**src/rtl/fetch_stage_pkg.sv**
```systemverilog
// Shared fetch-side definitions: widths, reset PC, bubble word,
// fetch FSM states and the IF/ID bundle.
package fetch_stage_pkg;
   localparam int          XLEN      = 32;
   localparam int          ADDR_W    = 10;
   localparam logic [31:0] RESET_PC  = 32'h0000_0000;
   localparam logic [31:0] NOP_INSTR = 32'h0000_0013;

   typedef enum logic [1:0] {
      BOOT  = 2'd0,
      RUN   = 2'd1,
      FAULT = 2'd2
   } fetch_state_t;

   typedef struct packed {
      logic [XLEN-1:0] pc;
      logic [XLEN-1:0] pc4;
      logic [XLEN-1:0] instr;
      logic            valid;
   } if_id_t;
endpackage

```
**src/rtl/fetch_stage_if_id_reg.sv**
```systemverilog
// IF/ID pipeline register: load captures, flush injects a bubble,
// neither holds (stall).
module if_id_reg
   import fetch_stage_pkg::*;
#(
   parameter logic [31:0] NOP = NOP_INSTR
) (
   input  logic   clk,
   input  logic   rst,
   input  logic   load,
   input  logic   flush,
   input  if_id_t d,
   output if_id_t q
);
   always_ff @(posedge clk) begin
      if (rst) begin
         q.pc    <= '0;
         q.pc4   <= 32'd4;
         q.instr <= NOP;
         q.valid <= 1'b0;
      end else if (flush) begin
         q.instr <= NOP;
         q.valid <= 1'b0;
      end else if (load) begin
         q <= d;
      end
   end
endmodule

```
**src/rtl/fetch_stage.sv**
```systemverilog
// Instruction fetch: PC, next-PC select, fetch FSM and fault
// detection in front of a combinational instruction ROM.
module fetch_stage
   import fetch_stage_pkg::*;
#(
   parameter int          ADDR_W    = fetch_stage_pkg::ADDR_W,
   parameter logic [31:0] RESET_PC  = fetch_stage_pkg::RESET_PC,
   parameter logic [31:0] NOP_INSTR = fetch_stage_pkg::NOP_INSTR
) (
   input  logic              CLK,
   input  logic              RST,
   input  logic              stall_i,
   input  logic              redirect_i,
   input  logic [31:0]       redirect_pc_i,
   output logic [ADDR_W-1:0] rom_addr_o,
   input  logic [31:0]       rom_data_i,
   output logic [31:0]       if_pc_o,
   output logic [31:0]       if_pc4_o,
   output logic [31:0]       if_instr_o,
   output logic              if_valid_o,
   output logic              fault_o
);
   fetch_state_t state, state_n;
   logic [31:0]  pc, pc_n, pc_inc;
   logic         load, flush;
   logic         pc_bad, tgt_bad;
   if_id_t       d, q;

   function automatic logic bad_addr(input logic [31:0] a);
      return (a[1:0] != 2'b00) || (a[31:ADDR_W+2] != '0);
   endfunction

   assign pc_inc  = pc + 32'd4;
   assign pc_bad  = bad_addr(pc);
   assign tgt_bad = bad_addr(redirect_pc_i);

   always_ff @(posedge CLK) begin
      if (RST) begin
         state <= BOOT;
         pc    <= RESET_PC;
      end else begin
         state <= state_n;
         pc    <= pc_n;
      end
   end

   always_comb begin
      state_n = state;
      pc_n    = pc;
      load    = 1'b0;
      flush   = 1'b0;
      unique case (state)
         BOOT: begin
            state_n = RUN;
            if (redirect_i) begin
               if (tgt_bad) state_n = FAULT;
               else         pc_n    = redirect_pc_i;
            end
         end
         RUN: begin
            if (redirect_i) begin
               flush = 1'b1;
               if (tgt_bad) state_n = FAULT;
               else         pc_n    = redirect_pc_i;
            end else if (pc_bad) begin
               // catches sequential run-off past the last ROM word
               flush   = 1'b1;
               state_n = FAULT;
            end else if (!stall_i) begin
               load = 1'b1;
               pc_n = pc_inc;
            end
         end
         FAULT: flush = 1'b1;
         default: begin
            flush   = 1'b1;
            state_n = FAULT;
         end
      endcase
   end

   assign d.pc    = pc;
   assign d.pc4   = pc_inc;
   assign d.instr = rom_data_i;
   assign d.valid = 1'b1;

   if_id_reg #(.NOP(NOP_INSTR)) u_if_id (
      .clk   (CLK),
      .rst   (RST),
      .load  (load),
      .flush (flush),
      .d     (d),
      .q     (q)
   );

   assign rom_addr_o = pc[ADDR_W+1:2];
   assign if_pc_o    = q.pc;
   assign if_pc4_o   = q.pc4;
   assign if_instr_o = q.instr;
   assign if_valid_o = q.valid;
   assign fault_o    = (state == FAULT);
endmodule

```
**config.mk**
```make
export PLATFORM = sky130hd
export DESIGN_NAME = fetch_stage
export DESIGN_NICKNAME = d
export VERILOG_FILES = /design/src/rtl/fetch_stage_pkg.sv /design/src/rtl/fetch_stage_if_id_reg.sv /design/src/rtl/fetch_stage.sv
export SDC_FILE = /design/constraint.sdc
export NUM_CORES = 1
export LEC_CHECK = 0
export CORE_MARGIN = 2
export CORE_UTILIZATION = 34
export DETAILED_ROUTE_END_ITERATION = 16
export PLACE_DENSITY_LB_ADDON = 0.1
export SLEW_MARGIN = 15
export SYNTH_ARGS = -nofsm -noshare
export SYNTH_HDL_FRONTEND = slang
export SYNTH_HIERARCHICAL = 1
export SYNTH_SLANG_ARGS = --single-unit
```
**constraint.sdc**
```tcl
create_clock -name CLK -period 2.11 [get_ports CLK]
set_input_delay 0.3165 -clock CLK [delete_from_list [all_inputs] [get_ports CLK]]
set_output_delay 0.3165 -clock CLK [all_outputs]
set_load 0.005 [all_outputs]
```
==> flow_metrics.tcl <==
set metrics [dict create \
    p_leak_nw 3.23 \
    path_max_fanout 14 \
    routed_wl_um 17500 \
    finalCritPeriodShare 0.995 \
    die_w_um 137 \
    ys_types 46 \
    path_class "register to register" \
    yosysWarnings 6 \
    p_sw_frac 0.205 \
    cts_max_path_buffers 2 \
    drtIter0Drc 275 \
    ir_drop_uv 534 \
    grt_usage 0.183 \
    ys_seq_area_frac 0.437 \
    finalPower_mw 6.22 \
    cp-startpoint "pc[23]" \
    clock_skew_ns 0.00857 \
    clkLatencyLatePin_ns 0.41 \
    htreeDepth 4 \
    grt_max_degree 48 \
    critPathCapture "u_if_id/q[5]" \
    cts_hold_buffers 0 \
    port_buffers 175 \
    synth_area_leader_cell "dfxtp_1" \
    r2r_cells 8 \
    num_antenna_cells 0 \
    cp-start-kind "register" \
    r2r-end "u_if_id/q[5]" \
    worstPathRequired_ns 2.41 \
    r2r_slack_ns 0.01 \
    dp_cells 1023 \
    remaining_drc_errors 0 \
    vias 5289 \
    num_rows 48 \
    crit_chain "nor4_4, nand4_1, or3_4, nor2_4, buf_4, buf_12, mux2i_2, nand2_1" \
    place_area_sq_mm 0.00823 \
    outcome "finished, final reports clean" \
    io_pins 176 \
    rsz0062_at_grt "true" \
    core-area_sq_mm 0.0173 \
    grt_pass1_vias 5193 \
    timing.fmax_mhz 476 \
    syn_inst 619 \
    cp.depth 8 \
    regToRegStartpoint "pc[23]" \
    p_int_mw 4.94 \
    synth_edf_count 0 \
    clk_pin_slew_ns 0.06 \
    clkPwrFrac 0.532 \
    finalSetupViolations 0 \
    crit_arrival_ns 2.40 \
    cts_tree "yes" \
    synthesis.nets 688 \
    critPathSlowestCell "or3_4" \
    synth_top_area_frac 0.437 \
    fp.dieH_um 137 \
    synth.area.top_cells "dfxtp_1 44%, nand4bb_1 12%, nand2b_1 6.9%, mux2i_1 5.8%, o21ai_1 5.3%" \
    gr-total-overflow 0 \
    min_period_ns 2.10 \
    post-synth-top-count-cell "dfxtp_1" \
    p_sw_mw 1.28 \
    power.density_mw_per_mm2 675 \
    report.final.slew_viol_count 0 \
    syn2layout_area_growth_pct 53.7 \
    critical-path-max-stage-delay_ns 0.38 \
    fin_cells 1066 \
    final_nets 897 \
    async_flop_share 0 \
    cts_buffers 17 \
    dr.pass1.iters 4 \
    grt_pass1_wl_um 26600 \
    numClockSinks 131 \
    worstSetupEndpointType "register" \
    hp-class "primary input to register" \
    p_seq_frac 0.400 \
    setup-tns-final_ns 0 \
    drv_cap 0 \
    hold_viol 0 \
    die_area_sq_mm 0.0187 \
    start_util 0.347 \
    wire_per_inst_um 16.4 \
    ys_seq_elements 131 \
    place_congestion 0.792 \
    ys.flop_type "dfxtp_1" \
    hpwl_um 11900 \
    critPathBufInv 2 \
    syn_area_per_cell_sq_um 9.69 \
    ant_nets 0 \
    cts_root_buffer "clkbuf_16" \
    comb_power_share 0.069 \
    final_area_sq_mm 0.00922 \
    synth_commonest_cells "131 x dfxtp_1, 66 x nand2b_1, 63 x nand4bb_1, 63 x o21ai_1, 43 x nor2_1" \
    netlist_area_sq_mm 0.00600 \
    antenna_found_initial 0 \
    vias_per_cell 4.96 \
    path_delay_family "simple AND/OR/NAND/NOR gates" \
    drive_above_1_share 0.163 \
]
-- placed cells by master, fill, tap and decap left out, types with 9 or more instances in the layout --
master	Yosys	layout
nand2b_1	66	65
nand4_1	10	10
mux2i_1	35	34
nand4bb_1	63	63
and2_1	20	20
xnor2_1	24	24
nand3_1	13	13
clkdlybuf4s50_1	0	174
buf_4	10	58
o2bb2ai_1	9	9
nand2_1	16	16
dfxtp_1	131	127
nor2_1	43	40
clkbuf_16	0	21
o21ai_1	63	55
-- sequential cells by signal (all words and copies together), names as in the netlist --
| register | count |
|---|---|
| pc | 32 |
| state | 2 |
| u_if_id/q | 97 |
-- repair_timing --
item                                    in CTS  in global routing
gates cloned                                 2                  4
endpoints found under the setup margin      97                107
resized for setup                           15                 15
hold endpoints to repair                     0                  0
buffers inserted                             2                  4
pin swaps                                    3                 14
-- through the flow --
step | setup WS (ns) | hold WS [ns] | util
after floorplan | 0.0364 | 0.445 | -
after global placement | -0.169 | 0.456 | 0.476
after detailed placement | -0.159 | 0.458 | 0.476
after CTS | -0.0335 | 0.265 | 0.522
after global routing | -0.123 | 0.298 | 0.533
final | 0.0105 | 0.273 | 0.533
-- worst min-delay path by stage --
stage / start / endpoint / slack [ns] / cells past startpoint
6_report: RST / pc[11] / 0.27 / 2
2_1_floorplan: rom_data_i[0] / u_if_id/q[1] / 0.44 / 2
4_1_cts: RST / pc[11] / 0.26 / 2
3_3_place_gp: u_if_id/q[43] / u_if_id/q[43] / 0.46 / 2
5_1_grt: RST / pc[11] / 0.30 / 2
3_5_place_dp: u_if_id/q[36] / u_if_id/q[36] / 0.46 / 2
-- cell families (layout without fill, tap and decap cells) --
family                   count (synthesis)  after routing  share of synthesized area
AO/OA/AOI/OAI                           93             93                     0.0926
XOR/XNOR                                28             28                     0.0409
adder cells (fa/ha/maj)                  1              1                    0.00209
buffers and inverters                   62            284                     0.0603
flip-flops                             131            131                      0.437
multiplexers                            35             35                     0.0584
other                                    1              1                   0.000625
AND/OR/NAND/NOR                        268            268                      0.308
-- power groups by stage --
stage | registers (mW) | logic (mW) | clock network [mW]
after floorplan | 2.54 | 0.200 | 0
after global placement | 2.54 | 0.397 | 0
after detailed placement | 2.54 | 0.403 | 0
after CTS | 2.49 | 0.417 | 3.37
after global routing | 2.49 | 0.458 | 3.48
final | 2.49 | 0.428 | 3.31
-- final cells by class --
type,count,area (sq um)
fill,1556,8080
multi-input combinational,426,3130
sequential,131,2630
timing repair buffer,248,2490
clock buffer,21,470
tap,225,282
clock inverter,11,199
inverter,4,15.0
-- metal layers --
layer / vias up / global-route usage / wire [um]
met1: 2525 / 0.220 / 7690
met4: 0 / 0.0538 / 173
met5: - / 0 / 0
met3: 13 / 0.0444 / 956
met2: 149 / 0.322 / 8700
li1: 2602 / - / -
No activity file was read; power rests on OpenSTA's default activity.
